$ cat src/rtl/riscv_pkg.sv
// Shared types for the execute-stage hazard unit: forwarding selects, scoreboard stage
// record and the register-hit / forward-priority helpers.
package riscv_pkg;

    localparam int HZ_AW = 5;
    localparam logic [HZ_AW-1:0] REG_ZERO = '0;

    typedef enum logic [1:0] {
        FWD_RF  = 2'b00,
        FWD_WB  = 2'b01,
        FWD_MEM = 2'b10
    } fwd_sel_t;

    typedef struct packed {
        logic [HZ_AW-1:0] rs1;
        logic [HZ_AW-1:0] rs2;
        logic [HZ_AW-1:0] rd;
        logic             regwrite;
        logic             load;
    } hz_stage_t;

    localparam hz_stage_t HZ_BUBBLE = '0;

    // x0 is hard-wired zero, so a write to it never produces a dependency.
    function automatic logic stage_hit(input hz_stage_t s, input logic [HZ_AW-1:0] r);
        return s.regwrite && (s.rd != REG_ZERO) && (s.rd == r);
    endfunction

    function automatic fwd_sel_t fwd_select(input hz_stage_t m, input hz_stage_t w,
                                            input logic [HZ_AW-1:0] r);
        if (stage_hit(m, r)) begin
            return FWD_MEM;
        end else if (stage_hit(w, r)) begin
            return FWD_WB;
        end else begin
            return FWD_RF;
        end
    endfunction

endpackage

$ cat src/rtl/hz_stage_reg.sv
// One scoreboard pipeline stage: async reset plus synchronous clear that inserts a bubble.
import riscv_pkg::*;

module hz_stage_reg (
    input  logic      clk_i,
    input  logic      rst_i,
    input  logic      clr_i,
    input  hz_stage_t d_i,
    output hz_stage_t q_o
);

    hz_stage_t stage_q;

    // Stage register; clear takes priority over load.
    always_ff @(posedge clk_i or posedge rst_i) begin
        if (rst_i) begin
            stage_q <= HZ_BUBBLE;
        end else if (clr_i) begin
            stage_q <= HZ_BUBBLE;
        end else begin
            stage_q <= d_i;
        end
    end

    assign q_o = stage_q;

endmodule

$ cat src/rtl/fwd_hazard_unit.sv
// Forwarding-select and stall/flush generator with its own E/M/W destination scoreboard.
// HAZARD_FORWARDING_EN selects the forwarding core; without it the unit interlocks only.
import riscv_pkg::*;

module fwd_hazard_unit #(
    parameter int REG_AW    = 5,
    parameter int CNT_WIDTH = 32
) (
    input  logic                 clk,
    input  logic                 reset,
    input  logic [REG_AW-1:0]    rs1_d,
    input  logic [REG_AW-1:0]    rs2_d,
    input  logic [REG_AW-1:0]    rd_d,
    input  logic                 regwrite_d,
    input  logic                 load_d,
    input  logic                 pcsrc_e,
    output logic [1:0]           fwd_a_e,
    output logic [1:0]           fwd_b_e,
    output logic                 stall_f,
    output logic                 stall_d,
    output logic                 flush_d,
    output logic                 flush_e,
    output logic [CNT_WIDTH-1:0] stall_cnt
);

    hz_stage_t d_stage_s;
    hz_stage_t e_q;
    hz_stage_t m_q;
    hz_stage_t w_q;
    logic      stall_s;
    logic      unused_s;
    logic [CNT_WIDTH-1:0] stall_cnt_q;
    logic [CNT_WIDTH-1:0] stall_cnt_d;

    assign d_stage_s = '{rs1: rs1_d, rs2: rs2_d, rd: rd_d, regwrite: regwrite_d, load: load_d};

    hz_stage_reg u_stage_e (.clk_i(clk), .rst_i(reset), .clr_i(flush_e), .d_i(d_stage_s), .q_o(e_q));
    hz_stage_reg u_stage_m (.clk_i(clk), .rst_i(reset), .clr_i(1'b0),    .d_i(e_q),       .q_o(m_q));
    hz_stage_reg u_stage_w (.clk_i(clk), .rst_i(reset), .clr_i(1'b0),    .d_i(m_q),       .q_o(w_q));

`ifdef HAZARD_FORWARDING_EN
    // Only a load in E cannot be forwarded in time; everything else is bypassed.
    always_comb begin
        stall_s = e_q.load & (stage_hit(e_q, rs1_d) | stage_hit(e_q, rs2_d));
    end

    // Select mux inputs from scoreboard state only; reset parks both on the register file.
    always_comb begin
        if (reset) begin
            fwd_a_e = FWD_RF;
            fwd_b_e = FWD_RF;
        end else begin
            fwd_a_e = fwd_select(m_q, w_q, e_q.rs1);
            fwd_b_e = fwd_select(m_q, w_q, e_q.rs2);
        end
    end

    assign unused_s = ^{w_q.rs1, w_q.rs2, w_q.load};
`else
    // No bypass paths: hold decode until the producer has reached W.
    always_comb begin
        stall_s = stage_hit(e_q, rs1_d) | stage_hit(e_q, rs2_d)
                | stage_hit(m_q, rs1_d) | stage_hit(m_q, rs2_d);
    end

    assign fwd_a_e  = FWD_RF;
    assign fwd_b_e  = FWD_RF;
    assign unused_s = ^w_q;
`endif

    assign stall_f = stall_s & ~reset;
    assign stall_d = stall_s & ~reset;
    assign flush_d = pcsrc_e & ~reset;
    assign flush_e = (stall_s | pcsrc_e) & ~reset;

    // Saturating stall-cycle count.
    always_comb begin
        if (stall_d && (stall_cnt_q != {CNT_WIDTH{1'b1}})) begin
            stall_cnt_d = stall_cnt_q + {{(CNT_WIDTH-1){1'b0}}, 1'b1};
        end else begin
            stall_cnt_d = stall_cnt_q;
        end
    end

    // Counter register.
    always_ff @(posedge clk or posedge reset) begin
        if (reset) begin
            stall_cnt_q <= '0;
        end else begin
            stall_cnt_q <= stall_cnt_d;
        end
    end

    assign stall_cnt = stall_cnt_q;

endmodule

$ cat config.mk
export PLATFORM = sky130hd
export DESIGN_NAME = fwd_hazard_unit
export DESIGN_NICKNAME = d
export VERILOG_FILES = /design/src/rtl/riscv_pkg.sv /design/src/rtl/hz_stage_reg.sv /design/src/rtl/fwd_hazard_unit.sv
export SDC_FILE = /design/constraint.sdc
export NUM_CORES = 1
export LEC_CHECK = 0
export BUFFER_PORTS_ARGS = -buffer_cell sky130_fd_sc_hd__buf_2
export CAP_MARGIN = 15
export CORE_UTILIZATION = 40
export CTS_BUF_LIST = sky130_fd_sc_hd__clkbuf_8
export DETAILED_ROUTE_END_ITERATION = 10
export HOLD_SLACK_MARGIN = 0.15
export PLACE_DENSITY = 0.7
export SKIP_LAST_GASP = 1
export SYNTH_ARGS = -nofsm -noshare
export SYNTH_HDL_FRONTEND = slang
export SYNTH_SLANG_ARGS = --single-unit
$ cat constraint.sdc
create_clock -name clk -period 6.15 [get_ports clk]
set_input_delay 1.845 -clock clk [delete_from_list [all_inputs] [get_ports clk]]
set_output_delay 1.845 -clock clk [all_outputs]
set_load 0.05 [all_outputs]
==> results.ini <==
[run_status]
outcome=complete, no violations

[cells_and_area]
drive_gt1_share_pct=25.5
antenna_cells=0
area_growth_syn_to_layout_pct=17.6
mostFrequentLayoutCell=buf_2
layout_common_cells=54 x buf_2, 44 x dfrtp_1, 28 x xor2_1
post-route-cell-area_um2=2720
num-nets-final=295
fillers=558

[setup_path]
crit_fanout=7
path_class=primary input to output port
required_ns=4.30
reg2reg_depth=6
cp-start-kind=primary input
critPathArrivalTime_ns=3.22
rrSetupSlack_ns=3.70
timing.rr.end=stall_cnt[1]
r2r-start=stall_cnt[2]
end_kind=output port

[sta]
fin_skew_ns=0.00899
rsz0062_at_grt=no
fmax_mhz=197
tns_ns=0
worstMarginPinSlew_ns=0.637
maxSlewViolCount=0
fin_crit_sh_pct=82.4
maxSlewHeadroom_pct=57.4
finalSetupViolations=0
min_period_ns=5.06
finalHoldViolations=0

[clock_network]
cts_tree=yes
root_buffer=clkbuf_8
htreeDepth=2
cts_sinks=44
clk_path_buf_depth=2
cts_buffers=5
hold_buffers=0
cts_setup_buffers=0
post_cts_resized=0
clock_latency_ns=0.30
path_clk_slew_ns=0.09

[placement]
placed_cell_area_um2=2620
port_buffers=54
dp.final_hpwl_um=3310
gp_congestion=0.772

[synth]
synth_cell_types=34
avgSynthCellArea_um2=10.5
syn_inst=220
synth_area_leaders=dfrtp_1 48%, xor2_1 11%, xnor2_1 8.7%
ys_warn_count=0
synth-main-ff-cell=dfrtp_1
synth_top_area_share_pct=47.7
yosys.area.top_type=dfrtp_1
syn_area_um2=2310
synth_edf_count=0
synth-seq-area-share_pct=47.7
async_flop_share_pct=100
synth-seq-cells=44

[routing]
antenna_left=0
initialDrtViolationCount=69
viasPerCell=5.03
wirelength_um=4570
drc_errors=0
via_count=1744
drt_pass1_iterations=4
wl_per_cell_um=13.2

[floorplan]
initial_utilization_pct=41.7
coreArea_um2=5540
dieArea_um2=6080
num_rows=27
die_w_um=78.0
fp.dieH_um=78.0
pin_count=60

[grt]
grt.total_usage_pct=17.6
grt_pass1_wl_um=8310
top_usage_layer=met2
overflow=0
grtUsageMet1_pct=22.7
antenna_found_initial=0
met2_usage_pct=28.8
grt_max_degree=44
use_met3_pct=4.00
grt_pass1_vias=1765

[worst_hold_path]
whs_endpoint=u_stage_m.q_o[1]
min-delay-start=u_stage_e.q_o[1]
min_delay_path_depth=0
hp-class=flip-flop to flip-flop

[power_and_ir_drop]
p_leak_uw=0.00141
finalPower_uw=674
vdd_drop_max_mv=0.216
power_density_nw_per_um2=248

[run]
maxCapViolCount=0

critical path: stages:
cell and delay (ns):
buf_2 0.12, xnor2_1 0.16, nand3_1 0.09, o22ai_1 0.29, nand2b_1 0.10, a31oi_1 0.17, buf_4 0.17, buf_2 0.27
logic make-up (layout without fill, tap and decap cells):
kind of cell / after synthesis / after routing / synth area share [%]
multiplexers: 1 / 1 / 0.650
adder cells (fa/ha/maj): 1 / 1 / 0.542
flip-flops: 44 / 44 / 47.7
AO/OA/AOI/OAI: 6 / 6 / 2.17
XOR/XNOR: 51 / 51 / 19.3
buffers and inverters: 18 / 70 / 4.55
other: 1 / 4 / 0.162
AND/OR/NAND/NOR: 98 / 98 / 24.9
area by class of cell:
type	count	area [µm²]	share of cell area [%]
Tap cell	72	90.1	3.32
Timing Repair Buffer	57	293	10.8
Multi-Input combinational cell	161	1110	41.1
Clock buffer	6	82.6	3.04
Inverter	5	18.8	0.691
Sequential cell	44	1100	40.6
Clock inverter	2	15.0	0.553
metrics by stage:
step / std cells / hold WS (ns) / setup WS (ns) / util [%]
2_1_floorplan: 223 / 0.348 / 0.764 / -
3_3_place_gp: 339 / 0.353 / 1.10 / 47.2
3_5_place_dp: 339 / 0.377 / 1.06 / 47.2
4_1_cts: 347 / 0.397 / 1.06 / 49.0
5_1_grt: 347 / 0.411 / 0.887 / 49.0
6_report: 347 / 0.391 / 1.09 / 49.0
registers in the layout (all words and copies together), names as in the netlist:
signal	flops
u_stage_m.q_o	6
stall_cnt	32
u_stage_e.q_o	6
how the worst max path moves through the flow:
| stage | end | slack (ns) | start | cells after the start |
|---|---|---|---|---|
| 2_1_floorplan | flush_e | 0.76 | rs1_d[4] | 5 |
| 3_3_place_gp | flush_e | 1.10 | rs2_d[4] | 8 |
| 3_5_place_dp | flush_e | 1.06 | rs1_d[0] | 8 |
| 4_1_cts | flush_e | 1.06 | rs1_d[0] | 8 |
| 5_1_grt | flush_e | 0.89 | rs2_d[0] | 8 |
| 6_report | flush_e | 1.09 | rs1_d[0] | 8 |
report_power, final:
| part | switching, µW | leakage (µW) | internal, µW | total, µW |
|---|---|---|---|---|
| combinational | 104 | 0.000792 | 45.6 | 150 |
| sequential | 23.6 | 0.000576 | 308 | 332 |
| clock | 101 | 0.0000434 | 91.0 | 192 |
| total | 229 | 0.00141 | 445 | 674 |
synth_stat cells (2+ instances only):
library cell	number
xor2_1	28
nand2_1	17
nand3_1	10
nor4b_1	2
and3_1	7
or4_1	2
nand4_1	8
nand2b_1	2
and4_1	6
xnor2_1	23
nor2_1	5
o22ai_1	2
nor2b_1	6
nor3_1	17
and2_1	2
dfrtp_1	44
inv_1	5
nor4_1	8
buf_4	6
buf_2	6
layer usage:
layer | share of wire, % | wire, µm
met1 | 45 | 2070
met2 | 49 | 2240
met3 | 4.3 | 198
met4 | 1.3 | 59
met5 | 0 | 0
(Power assumes the default switching activity.)
